**src/rtl/dmac_write_handler.sv**
```systemverilog
// DMA write-side mover: queues burst lengths, streams AXI W beats with WLAST,
// tracks outstanding bursts against B responses and reports errors.
module dmac_write_handler #(
    parameter int DATA_WD         = 32,
    parameter int MAX_BURST_LEN   = 16,
    parameter int CMD_FIFO_DEPTH  = 4,
    parameter int MAX_OUTSTANDING = 8,
    localparam int STRB_WD        = DATA_WD / 8,
    localparam int LEN_WD         = $clog2(MAX_BURST_LEN)
) (
    input  logic               clk,
    input  logic               rst,
    input  logic               burst_cmd_valid,
    output logic               burst_cmd_ready,
    input  logic [LEN_WD-1:0]  burst_cmd_len,
    input  logic               data_in_valid,
    output logic               data_in_ready,
    input  logic [DATA_WD-1:0] data_in,
    output logic               m_axi_wvalid,
    input  logic               m_axi_wready,
    output logic [DATA_WD-1:0] m_axi_wdata,
    output logic [STRB_WD-1:0] m_axi_wstrb,
    output logic               m_axi_wlast,
    input  logic               m_axi_bvalid,
    output logic               m_axi_bready,
    input  logic [1:0]         m_axi_bresp,
    output logic               wr_resp_valid,
    output logic               wr_resp_err,
    output logic               err_sticky,
    input  logic               err_clear,
    output logic               idle
);

    localparam int AW = $clog2(CMD_FIFO_DEPTH);
    localparam int OW = $clog2(MAX_OUTSTANDING + 1);

    localparam logic [0:0] S_IDLE = 1'b0;
    localparam logic [0:0] S_DATA = 1'b1;

    logic [LEN_WD-1:0] fifo_mem [CMD_FIFO_DEPTH];
    logic [AW-1:0]     wr_ptr;
    logic [AW-1:0]     rd_ptr;
    logic [AW:0]       fifo_cnt;
    logic [AW:0]       fifo_cnt_nxt;
    logic              fifo_empty;
    logic              push;
    logic              pop;

    logic [0:0]        state;
    logic [0:0]        state_nxt;
    logic [LEN_WD-1:0] cur_len;
    logic [LEN_WD-1:0] beat_cnt;
    logic [OW-1:0]     outstanding;
    logic [OW-1:0]     outstanding_nxt;

    logic              in_data;
    logic              w_hs;
    logic              b_hs;
    logic              is_last;
    logic              can_pop;
    logic              unused_bresp;

    assign unused_bresp    = m_axi_bresp[0];

    assign fifo_empty      = (fifo_cnt == '0);
    assign burst_cmd_ready = (fifo_cnt != (AW+1)'(CMD_FIFO_DEPTH));
    assign push            = burst_cmd_valid && burst_cmd_ready;
    assign can_pop         = !fifo_empty &&
                             (outstanding < OW'(MAX_OUTSTANDING));

    assign in_data       = (state == S_DATA);
    assign is_last       = (beat_cnt == cur_len);
    assign m_axi_wvalid  = in_data && data_in_valid;
    assign data_in_ready = in_data && m_axi_wready;
    assign m_axi_wdata   = data_in;
    assign m_axi_wstrb   = '1;
    assign m_axi_wlast   = in_data && is_last;
    assign w_hs          = in_data && data_in_valid && m_axi_wready;

    assign m_axi_bready  = (outstanding != '0);
    assign b_hs          = m_axi_bvalid && m_axi_bready;

    always_comb begin
        pop       = 1'b0;
        state_nxt = state;
        case (state)
            S_IDLE: begin
                if (can_pop) begin
                    pop       = 1'b1;
                    state_nxt = S_DATA;
                end
            end
            default: begin
                // Chain the next burst on the last beat so W never bubbles.
                if (w_hs && is_last) begin
                    if (can_pop) pop = 1'b1;
                    else         state_nxt = S_IDLE;
                end
            end
        endcase
    end

    always_comb begin
        outstanding_nxt = outstanding;
        case ({pop, b_hs})
            2'b10:   outstanding_nxt = outstanding + 1'b1;
            2'b01:   outstanding_nxt = outstanding - 1'b1;
            default: outstanding_nxt = outstanding;
        endcase
    end

    always_comb begin
        fifo_cnt_nxt = fifo_cnt;
        case ({push, pop})
            2'b10:   fifo_cnt_nxt = fifo_cnt + 1'b1;
            2'b01:   fifo_cnt_nxt = fifo_cnt - 1'b1;
            default: fifo_cnt_nxt = fifo_cnt;
        endcase
    end

    always_ff @(posedge clk) begin
        if (push) fifo_mem[wr_ptr] <= burst_cmd_len;
    end

    always_ff @(posedge clk) begin
        if (!rst) begin
            wr_ptr        <= '0;
            rd_ptr        <= '0;
            fifo_cnt      <= '0;
            state         <= S_IDLE;
            cur_len       <= '0;
            beat_cnt      <= '0;
            outstanding   <= '0;
            wr_resp_valid <= 1'b0;
            wr_resp_err   <= 1'b0;
            err_sticky    <= 1'b0;
            idle          <= 1'b1;
        end else begin
            if (push) wr_ptr <= wr_ptr + 1'b1;
            if (pop)  rd_ptr <= rd_ptr + 1'b1;
            fifo_cnt    <= fifo_cnt_nxt;
            state       <= state_nxt;
            outstanding <= outstanding_nxt;

            if (pop) begin
                cur_len  <= fifo_mem[rd_ptr];
                beat_cnt <= '0;
            end else if (w_hs) begin
                beat_cnt <= beat_cnt + 1'b1;
            end

            wr_resp_valid <= b_hs;
            wr_resp_err   <= b_hs && m_axi_bresp[1];

            if (b_hs && m_axi_bresp[1]) err_sticky <= 1'b1;
            else if (err_clear)         err_sticky <= 1'b0;

            idle <= (fifo_cnt_nxt == '0) && (state_nxt == S_IDLE) &&
                    (outstanding_nxt == '0);
        end
    end

endmodule

```
**config.mk**
```make
export PLATFORM = sky130hd
export DESIGN_NAME = dmac_write_handler
export DESIGN_NICKNAME = d
export VERILOG_FILES = /design/src/rtl/dmac_write_handler.sv
export SDC_FILE = /design/constraint.sdc
export NUM_CORES = 1
export LEC_CHECK = 0
export ABC_AREA = 1
export ABC_CLOCK_PERIOD_IN_PS = 6200
export CAP_MARGIN = 20
export CORE_UTILIZATION = 40
export CTS_BUF_LIST = sky130_fd_sc_hd__clkbuf_16
export CTS_CLUSTER_DIAMETER = 100
export CTS_CLUSTER_SIZE = 20
export DETAILED_ROUTE_END_ITERATION = 6
export PLACE_DENSITY = 0.84
export SKIP_LAST_GASP = 1
export SYNTH_ARGS = -nofsm -noshare
export SYNTH_HDL_FRONTEND = slang
export SYNTH_SLANG_ARGS = --single-unit
export TNS_END_PERCENT = 50
```
**constraint.sdc**
```tcl
create_clock -name clk -period 6.2 [get_ports clk]
set_input_delay 1.24 -clock clk [delete_from_list [all_inputs] [get_ports clk]]
set_output_delay 1.24 -clock clk [all_outputs]
set_load 0.05 [all_outputs]
```
# After elaboration in Yosys (flattened, before gate mapping)
# Memory sizes are Yosys's and may differ from the RTL's. A register that Yosys moved wholly into a read port is not among the register bits.
# Index checks and enable logic that the tools add are counted.
classes:
  addsub: 7
  n_lt_le_gt_ge: 1
  n_eq_ne: 6
  mux: 11
  bitwise: 2
  n_reduce_logical: 19
op_table:
  columns: ["operator", "n"]
  rows:
  - ["$logic_and A1 B1 Y1", 11]
  - ["$mux W1", 9]
  - ["$add A4 B1 Y4 const B", 2]
  - ["$pmux W4 S2", 1]
  - ["$logic_not A3 Y1", 2]
  - ["$pmux W3 S2", 1]
  - ["$add A2 B1 Y2 const B", 2]
  - ["$eq A2 B1 Y1 const B", 2]
  - ["$eq A2 B2 Y1 const B", 2]
  - ["$eq A4 B4 Y1", 1]
  - ["$logic_not A4 Y1", 1]
  - ["$lt A4 B4 Y1 const B", 1]
  - ["$reduce_bool A4 Y1", 1]
  - ["$sub A4 B1 Y4 const B", 1]
  - ["$add A3 B1 Y3 const B", 1]
  - ["$ne A3 B3 Y1 const B", 1]
  - ["$sub A3 B1 Y3 const B", 1]
  - ["$logic_not A1 Y1", 2]
  - ["$not A1 Y1", 2]
  - ["$reduce_bool A2 Y1", 1]
  - ["$reduce_or A2 Y1", 1]
word_totals:
  register_bits: 20
  ramBits: 16
  input_bits: 45
  out_inout_bits: 45
  elab_cells: 57
  n_memories: 1
mem_list:
  columns: ["memory", "words", "word_bits", "rd", "rd_ports_with_merged_regs", "wr", "line_no", "rtl"]
  rows:
  - ["fifo_mem", 4, 4, 1, 1, 1, "40", "logic [LEN_WD-1:0] fifo_mem [CMD_FIFO_DEPTH];"]

# Longest topological paths before layout
# Gate-level depths: netlist of run 1.
logic_depth:
  ltp_word: 11
  depth_mapped: 18
  depth_no_buf: 18

# Least setup slack after synthesis of run 1
# No wires, ideal clock.
synth_timing:
  path_kind: "input to register"
  startpoint: "input port m_axi_wready"
  endpoint: "register idle"
  setup_time_ns: 0.068
  arrival_time_ns: 2.804
  required_time_ns: 6.132
  slack_ns: 3.328
  stages: 12
  n_path_buf: 1
  cell_sequence: "nand2_2 > nor2_4 > nand3_2 > nand2_2 > nand2_2 > buf_2 > ha_1 > o21ai_0 > nand3_1 > nor2_1 > nand3_1 > o21bai_2"
synth_between:
  elab_chain_len: 9
  word_cells_on_any_way: 17
  cone_classes: "4 x eq/ne; 6 x mux; 1 x bitwise; 6 x reduce/logical"
synth_rtl:
  columns: ["element", "line_no", "rtl"]
  rows:
  - ["start: declaration", "20", "input logic m_axi_wready,"]
  - ["$logic_and A1 B1 Y1 (*)", "78", "assign w_hs = in_data && data_in_valid && m_axi_wready;"]
  - ["$logic_and A1 B1 Y1 (*)", "95", "if (w_hs && is_last) begin"]
  - ["$mux W1", "95", null]
  - ["$mux W1", "86", "case (state)"]
  - ["$eq A2 B1 Y1 or $eq A2 B2 Y1 (tied branches)", "114", "case ({push, pop})"]
  - ["$pmux W3 S2", "114", null]
  - ["$logic_not A3 Y1", "158", "idle <= (fifo_cnt_nxt == '0) && (state_nxt == S_IDLE) &&"]
  - ["$logic_and A1 B1 Y1", "158", null]
  - ["$logic_and A1 B1 Y1 (*)", "158", null]
  - ["end signal: assignment", "158", null]
  - ["end: declaration", "31", "output logic idle"]
# Every way passes the cells marked *; elsewhere a longest branch is shown, timed or not.
# A chain may end at the register's enable or synchronous reset.

# Worst setup path in the final report of run 1
layout_timing:
  startpoint: "input port m_axi_wready"
  endpoint: "output port data_in_ready"
layout_between:
  elab_chain_len: 1
layout_rtl:
  columns: ["element", "line_no", "rtl"]
  rows:
  - ["$logic_and A1 B1 Y1", "74", "assign data_in_ready = in_data && m_axi_wready;"]
  - ["end: declaration", "17", "output logic data_in_ready,"]
# Every way passes these cells.

==> flow_summary.yaml, run 1 <==
run_status:
  outcome: "completed"
synthesis:
  async_flop_share_pct: 0
  synth_common_cells: "nand2_1 (47), buf_4 (36), inv_1 (36)"
  syn_area_per_cell_um2: 8.15
  synth_edf_count: 16
  synth_area_leader_cell: "dfxtp_1"
  yosys_most_used_dff: "dfxtp_1"
  ys_ff_latch: 40
  synth_top_cells_by_area: "dfxtp_1 (21%), edfxtp_1 (21%), buf_4 (12%)"
  synth.top_cell.area_share_pct: 21.3
  ys_seq_area_share_pct: 42.6
  yosysWarnings: 0
  post-synth-top-count-cell: "nand2_1"
  ys_types: 30
  synthCells: 277
  syn-cell-area_um2: 2260
sta:
  finalClockSkew_ns: 0.00164
  final-hold-violation-count: 0
  fin_crit_sh_pct: 62.9
  worst_slack_ns: 2.30
  slew_headroom_pct: 66.6
  finalMaxSlewViolations: 0
  setup_violations: 0
  max_freq_mhz: 256
  fin_setup_tns_ns: 0
  rsz0062_at_grt: "no"
  period_minus_slack_ns: 3.90
  worst_pin_slew_ns: 0.499
cells_and_area:
  syn2layout_area_growth_pct: 7.98
  drive_above_1_share_pct: 10.4
  register_area_um2: 961
  multi_input_area_um2: 867
  final_nets: 320
  num-fill-cells: 512
  diodes: 0
cts:
  cts_root_buf: "clkbuf_16"
  cts.repair.resized: 0
  h-tree-depth: 2
  clk_pin_slew_worst_paths_ns: 0.06
  worstSkewPairLatency_ns: 0.28
  clockBufferDepth: 2
  cts.sinks: 40
  tritoncts: "yes"
  cts_setup_buffers: 0
  cts_hold_buf: 0
  cts_buffers: 5
hold_path:
  holdPathStages: 2
  hold_path_class: "register to register"
  hold_end: "err_sticky"
  holdCritStartpoint: "err_sticky"
global_route:
  antenna_found_initial: 0
  grt_pass1_wl_um: 6470
  grt_pass1_vias: 1491
  grt_max_degree: 15
  gr-total-overflow: 0
  grt_usage_pct: 14.0
die:
  io_pins: 90
  coreArea_um2: 5270
  die_height_um: 77.1
  row_count: 26
  dieArea_um2: 5950
  die_w_um: 77.1
  initial_utilization_pct: 42.8
critical_path:
  criticalPathCategory: "input pin to primary output"
  required_ns: 4.96
  startpoint_type: "input pin"
  worstPathArrival_ns: 2.66
  reg2reg_slack_ns: 3.85
  end_kind: "primary output"
  r2r-end: "idle"
  r2r-start: "beat_cnt[1]"
  crit_path_max_fanout: 2
  reg2reg_depth: 17
routing:
  ant_nets: 0
  drtPass1Iterations: 4
  viasPerCell: 4.69
  detail_route.wl_per_cell_um: 11.1
  drt_wl_total_um: 3760
  drt_iter0_drc: 63
  drc: 0
  vias: 1586
placed_design:
  io_buffers: 20
  post-place-ws_ns: 2.28
  gp_congestion: 0.817
  dp_hpwl_um: 2820
power:
  power.total_mw: 1.27
  clkPwrFrac_pct: 22.6
  p_sw_mw: 0.542
  p_int_mw: 0.727
  pwr-share-comb_pct: 47.1
  p_leak_nw: 1.04
  swShare_pct: 42.7
  power_frac_seq_pct: 30.3
  peakVddDrop_uv: 265
  power_density_nw_per_um2: 521
run:
  maxCapViolCount: 0
==> flip-flops by register name (all words and copies together) (netlist names) <==
| signal | count |
|---|---|
| fifo_mem | 16 |
| beat_cnt | 4 |
| cur_len | 4 |
| outstanding | 4 |
| fifo_cnt | 3 |
| rd_ptr | 2 |
| wr_ptr | 2 |
| err_sticky | 1 |
| idle | 1 |
| in_data | 1 |
| wr_resp_err | 1 |
| wr_resp_valid | 1 |
==> cells in the final DEF (no fill, tap or decap) <==
cell type	netlist	routed
nand4_1	3	3
clkdlybuf4s50_1	0	20
conb_1	1	4
nor3b_1	1	1
nand3_1	10	10
nor2_1	30	30
clkinvlp_4	0	1
nand3_2	3	3
ha_1	7	7
inv_2	5	5
a21boi_4	1	1
o21ai_0	17	17
clkinvlp_2	0	1
fa_1	1	1
bufinv_16	0	1
clkbuf_16	0	5
edfxtp_1	16	16
a21oi_1	13	13
xor2_1	4	4
nor2_4	1	1
o22ai_1	4	4
dfxtp_1	24	24
o21a_1	1	1
o21ai_1	1	1
inv_1	36	36
nor2_2	2	2
a21oi_4	1	1
nand2_1	47	47
o21bai_2	1	1
xnor2_1	1	1
nand2_4	2	2
nand2_2	4	4
==> worst max-delay path by stage <==
| stage | startpoint | to | slack (ns) | depth (start not counted) |
|---|---|---|---|---|
| global placement | m_axi_wready | data_in_ready | 2.28 | 4 |
| floorplan | m_axi_wready | idle | 3.33 | 12 |
| global route | m_axi_wready | data_in_ready | 2.22 | 4 |
| finish | m_axi_wready | data_in_ready | 2.30 | 4 |
| detailed placement | m_axi_wready | data_in_ready | 2.28 | 4 |
| CTS | m_axi_wready | data_in_ready | 2.27 | 4 |
==> power by group through the flow <==
| stage | clock network (mW) | logic [mW] | registers (mW) |
|---|---|---|---|
| floorplan | 0 | 0.524 | 0.387 |
| global placement | 0 | 0.577 | 0.386 |
| detailed placement | 0 | 0.594 | 0.388 |
| CTS | 0.292 | 0.603 | 0.384 |
| global route | 0.305 | 0.676 | 0.392 |
| finish | 0.287 | 0.598 | 0.384 |
==> logic make-up (layout without fill, tap and decap cells) <==
kind of cell             count (synthesis)  count (layout)  synth area share (%)
AND/OR/NAND/NOR                        103             103                  20.7
buffers and inverters                   81              69                  19.5
flip-flops                              40              40                  42.6
AO/OA/AOI/OAI                           39              39                  10.4
adder cells (fa/ha/maj)                  8               8                  4.77
XOR/XNOR                                 5               5                  1.94
other                                    1               4                 0.166
==> critical path, stage by stage <==
cell and delay (ns):
clkdlybuf4s50_1 0.48, nand2_2 0.08, inv_1 0.07, clkdlybuf4s50_1 0.79
==> stage by stage <==
stage	util, %	cell area (µm²)	cells	hold slack (ns)
finish	46.2	2440	338	0.462
global route	46.2	2440	338	0.504
CTS	46.2	2440	338	0.466
detailed placement	43.1	2270	330	0.458
global placement	43.1	2270	330	0.452
floorplan	-	2270	280	0.444
==> metal layers <==
metal	GRT usage, %	part of all wire, %
met1	15.6	43
met3	3.81	6.1
met5	0	0
met2	23.2	47
met4	9.62	4.1
==> cell type report <==
type,instances,area share [%]
inverter,41,6.31
clock inverter,3,1.75
tap,70,3.59
timing repair buffer,20,8.21
clock buffer,5,5.13
sequential,40,39.4
multi-input combinational,159,35.6
Power figures use the tool's default switching activity.
==> run 2, diff against run 1 <==
--- a/config.mk
+++ b/config.mk
@@ -6,14 +6,14 @@
 export NUM_CORES = 1
 export LEC_CHECK = 0
 export ABC_AREA = 1
-export ABC_CLOCK_PERIOD_IN_PS = 6200
+export ABC_CLOCK_PERIOD_IN_PS = 3450
 export CAP_MARGIN = 20
-export CORE_UTILIZATION = 40
+export CORE_UTILIZATION = 39
 export CTS_BUF_LIST = sky130_fd_sc_hd__clkbuf_16
 export CTS_CLUSTER_DIAMETER = 100
 export CTS_CLUSTER_SIZE = 20
 export DETAILED_ROUTE_END_ITERATION = 6
-export PLACE_DENSITY = 0.84
+export PLACE_DENSITY = 0.85
 export SKIP_LAST_GASP = 1
 export SYNTH_ARGS = -nofsm -noshare
 export SYNTH_HDL_FRONTEND = slang
==> constraint.sdc (replaced) <==
create_clock -name clk -period 3.45 [get_ports clk]
set_input_delay 0.69 -clock clk [delete_from_list [all_inputs] [get_ports clk]]
set_output_delay 0.69 -clock clk [all_outputs]
set_load 0.05 [all_outputs]
==> run 2 against run 1 <==
Against the previous run:
- critical path depth stayed put
- die area increased by 2.5%
- first-iteration DRC count shrank 24%
- largest power group unchanged
- highest routed layer unchanged
==> flow_summary.yaml, run 2 (synthesis results as in run 1) <==
cells_and_area:
  register_area_um2: 961
  num-fill-cells: 543
  mostFrequentLayoutCell: "nand2_1"
  drive_above_1_share_pct: 10.4
  largest_register: "fifo_mem"
  syn2layout_area_growth_pct: 8.09
  multi_input_area_um2: 867
  final_cell_mix: "nand2_1 (47), inv_1 (36), nor2_1 (30)"
  diodes: 0
  final_nets: 320
  largest_reg_flops: 16
  final_area_um2: 2440
cts:
  cts_buffers: 5
  cts_setup_buffers: 0
  worstSkewPairLatency_ns: 0.28
  tritoncts: "yes"
  h-tree-depth: 2
  cts.sinks: 40
  cts_hold_buf: 0
  clockBufferDepth: 2
  cts_root_buf: "clkbuf_16"
  clk_pin_slew_worst_paths_ns: 0.06
  cts.repair.resized: 0
sta:
  max_freq_mhz: 358
  fin_crit_sh_pct: 80.9
  worst_pin_slew_ns: 0.508
  fin_setup_tns_ns: 0
  period_minus_slack_ns: 2.79
  setup_violations: 0
  slew_headroom_pct: 66.1
  rsz0062_at_grt: "no"
  finalMaxSlewViolations: 0
  finalClockSkew_ns: 0.00393
  final-hold-violation-count: 0
placed_design:
  io_buffers: 20
  dpl-instance-area_um2: 2270
  dp_hpwl_um: 2830
  gp_congestion: 0.832
critical_path:
  worst_path_max_delay_cell: "clkdlybuf4s50_1"
  crit_path_max_fanout: 2
  critPathMostFrequentCell: "clkdlybuf4s50_1"
  startpoint_type: "input pin"
  criticalPathCategory: "input pin to primary output"
  end_kind: "primary output"
  cpPeakStageDelay_ns: 0.79
  worstPathArrival_ns: 2.10
  path_cells: "clkdlybuf4s50_1 -> nand2_1 -> inv_1 -> clkdlybuf4s50_1"
  reg2reg_slack_ns: 1.10
  required_ns: 2.76
global_route:
  grt_pass1_vias: 1597
  antenna_found_initial: 0
  gr-total-overflow: 0
  grt_max_degree: 15
  grt_usage_pct: 14.2
  grt_pass1_wl_um: 6720
routing:
  ant_nets: 0
  vias: 1588
  viasPerCell: 4.67
  detail_route.wl_per_cell_um: 11.3
  drc: 0
  drt_wl_total_um: 3830
  drt_iter0_drc: 48
  drtPass1Iterations: 4
die:
  die_w_um: 78.1
  coreArea_um2: 5540
  die_height_um: 78.1
  dieArea_um2: 6100
  initial_utilization_pct: 40.7
  io_pins: 90
  row_count: 27
run:
  maxCapViolCount: 0
power:
  p_int_mw: 1.31
  pwr-share-comb_pct: 47.1
  swShare_pct: 42.7
  power.total_mw: 2.28
  clkPwrFrac_pct: 22.8
  p_leak_nw: 1.04
  power_density_nw_per_um2: 935
  p_sw_mw: 0.973
  peakVddDrop_uv: 483
  power_frac_seq_pct: 30.1
hold_path:
  hold_path_class: "register to register"
run_status:
  outcome: "completed"
run 2: metrics by stage:
step	hold WS (ns)	util, %	setup WS [ns]	instances
final	0.467	44.0	0.660	340
after global routing	0.487	44.0	0.510	340
after CTS	0.470	44.0	0.633	340
after detailed placement	0.460	41.0	0.398	332
after global placement	0.453	41.0	0.461	332
after floorplan	0.444	-	1.13	280
run 2: power by group through the flow:
stage	Sequential (mW)	Clock (mW)	Combinational [mW]
finish	0.687	0.520	1.07
global route	0.702	0.548	1.22
CTS	0.687	0.526	1.08
detailed placement	0.694	0	1.06
global placement	0.692	0	1.03
floorplan	0.696	0	0.941
run 2: critical path, delay by kind of cell:
family	cells	cell delay [ns]
buffers and inverters	3	1.34
and+or+nand+nor	1	0.07
run 2: per-layer routing:
layer  track usage (%)  wire (µm)  vias to the layer above  share of wire (%)
li1                  -          -                      815                  -
met1              14.4       1570                      722                 41
met2              25.1       1910                       34                 50
met3              3.72        204                       17                5.3
met4              10.0        149                        0                3.9
met5                 0          0                        -                  0
run 2: worst paths after layout:
path | from | to | depth (start not counted)
max | data_in_valid | m_axi_wvalid | 4
min | cur_len[1] | cur_len[1] | 2
max reg2reg | beat_cnt[1] | idle | 17
min reg2reg | cur_len[1] | cur_len[1] | 2
run 2: layout make-up:
class | instances | share of cell area, %
Sequential cell | 40 | 39.4
Inverter | 41 | 6.31
Tap cell | 72 | 3.69
Clock buffer | 5 | 5.13
Multi-Input combinational cell | 159 | 35.5
Clock inverter | 3 | 1.74
Timing Repair Buffer | 20 | 8.21
==> run 3, diff against run 2 <==
--- a/config.mk
+++ b/config.mk
@@ -6,7 +6,7 @@
 export NUM_CORES = 1
 export LEC_CHECK = 0
 export ABC_AREA = 1
-export ABC_CLOCK_PERIOD_IN_PS = 3450
+export ABC_CLOCK_PERIOD_IN_PS = 2500
 export CAP_MARGIN = 20
 export CORE_UTILIZATION = 39
 export CTS_BUF_LIST = sky130_fd_sc_hd__clkbuf_16
==> constraint.sdc (replaced) <==
create_clock -name clk -period 2.5 [get_ports clk]
set_input_delay 0.5 -clock clk [delete_from_list [all_inputs] [get_ports clk]]
set_output_delay 0.5 -clock clk [all_outputs]
set_load 0.05 [all_outputs]
==> run 3 against run 2 <==
Against the previous run:
- core utilization increased by 2.4 points
- sequential share of layout area down 2.0 points
- via count increased by 1.2%
- clock-buffer cell count increased by 2
==> flow_summary.yaml, run 3 (synthesis results as in run 1) <==
cts:
  clockBufferDepth: 2
  worstSkewPairLatency_ns: 0.28
  cts_buffers: 5
  cts_hold_buf: 0
  h-tree-depth: 2
  cts_root_buf: "clkbuf_16"
  cts_setup_buffers: 0
  clk_pin_slew_worst_paths_ns: 0.06
  tritoncts: "yes"
  cts.sinks: 40
sta:
  finalClockSkew_ns: 0.00400
  rsz0062_at_grt: "no"
  fin_crit_sh_pct: 93.2
  final-hold-violation-count: 0
  fin_setup_tns_ns: 0
  setup_violations: 0
  slew_headroom_pct: 66.1
  finalMaxSlewViolations: 0
  worst_pin_slew_ns: 0.506
  hold_slack_ns: 0.467
  period_minus_slack_ns: 2.33
  max_freq_mhz: 429
run:
  maxCapViolCount: 0
global_route:
  antenna_found_initial: 0
  grt_use_met1_pct: 15.0
  use_met3_pct: 3.02
  grt_usage_pct: 14.3
  grt_max_degree: 14
  grtUsageMet2_pct: 25.3
  grt_pass1_wl_um: 6770
  gr-total-overflow: 0
  grt_most_used_layer: "met2"
  grt_pass1_vias: 1560
hold_path:
  hold_path_class: "register to register"
run_status:
  outcome: "completed"
die:
  initial_utilization_pct: 40.7
  die_w_um: 78.1
  die_height_um: 78.1
  io_pins: 90
  dieArea_um2: 6100
  coreArea_um2: 5540
  row_count: 27
placed_design:
  io_buffers: 20
  dp_hpwl_um: 2990
  gp_congestion: 0.845
  dp_cells: 343
critical_path:
  criticalPathCategory: "input pin to register"
  startpoint_type: "input pin"
  end_kind: "register"
  required_ns: 2.72
  worstPathArrival_ns: 2.55
  crit_path_max_fanout: 4
routing:
  drt_wl_total_um: 3980
  drc: 0
  detail_route.wl_per_cell_um: 11.3
  drtPass1Iterations: 4
  drt_iter0_drc: 70
  viasPerCell: 4.58
  vias: 1607
  ant_nets: 0
power:
  peakVddDrop_uv: 580
  swShare_pct: 41.4
  pwr-share-comb_pct: 51.3
  p_sw_mw: 1.43
  power_frac_seq_pct: 27.5
  power_density_nw_per_um2: 1340
  clkPwrFrac_pct: 21.2
  power.total_mw: 3.45
  p_int_mw: 2.02
  p_leak_nw: 1.14
cells_and_area:
  final_nets: 331
  largest_reg_flops: 16
  syn2layout_area_growth_pct: 13.9
  largest_register: "fifo_mem"
  mostFrequentLayoutCell: "nand2_1"
  final_cells: 351
  drive_above_1_share_pct: 15.8
  final_cell_mix: "nand2_1 (47), inv_1 (37), nor2_1 (30)"
  num-fill-cells: 539
  diodes: 0
## run 3: cell count changes in the layout (fill, tap and decap cells not counted), moves of 2 or more
cell and delta:
buf_4 +12, clkdlybuf4s50_1 -4, buf_12 +2, clkbuf_16 +2
## run 3: what timing repair did
action,4_1_cts,5_1_grt
gates resized for setup,0,7
endpoints found under the setup margin,0,2
hold endpoints to repair,0,0
## run 3: final timing paths
kind / from / to / slack (ns) / cells after the start
min: err_sticky / err_sticky / 0.47 / 2
max: data_in_valid / idle / 0.17 / 14
max reg2reg: beat_cnt[1] / idle / 0.30 / 15
min reg2reg: err_sticky / err_sticky / 0.47 / 2
## run 3: critical path: stages
cell             delay (ns)
clkdlybuf4s50_1        0.48
inv_1                  0.07
nor2_4                 0.11
nand3_2                0.10
nand2_2                0.09
nand2_4                0.07
inv_4                  0.07
nand2_4                0.06
fa_2                   0.52
nand2_1                0.05
o21a_1                 0.11
nor2_1                 0.10
nand3_1                0.10
o21bai_2               0.13
## run 3: through the flow
step | util, % | setup slack (ns) | instance area, µm²
final | 46.4 | 0.171 | 2570
after global routing | 46.4 | 0.00643 | 2570
after detailed placement | 42.8 | -0.188 | 2370
after floorplan | - | 0.225 | 2270
after CTS | 46.0 | 0.0842 | 2550
after global placement | 42.8 | -0.135 | 2370
## run 3: power by group through the flow
stage                     clock (mW)  sequential (mW)  combinational, mW
after global placement             0            0.954               1.64
after detailed placement           0            0.957               1.70
after global routing           0.770            0.969               1.97
final                          0.732            0.949               1.77
after CTS                      0.742            0.946               1.72
after floorplan                    0            0.961               1.30
## run 3: area by class of cell
type	instances	area, µm²	share of cell area (%)
multi-input combinational	159	882	34.3
sequential	40	961	37.4
tap	72	90.1	3.50
clock inverter	1	3.75	0.146
timing repair buffer	31	303	11.8
inverter	41	156	6.08
clock buffer	7	175	6.81
## run 3: per-layer routing
| layer | vias up | part of all wire (%) | wire length [µm] |
|---|---|---|---|
| met5 | - | 0 | 0 |
| met4 | 0 | 3.8 | 153 |
| met3 | 18 | 4.6 | 185 |
| met2 | 32 | 49 | 1960 |
| met1 | 721 | 42 | 1680 |
| li1 | 836 | - | - |
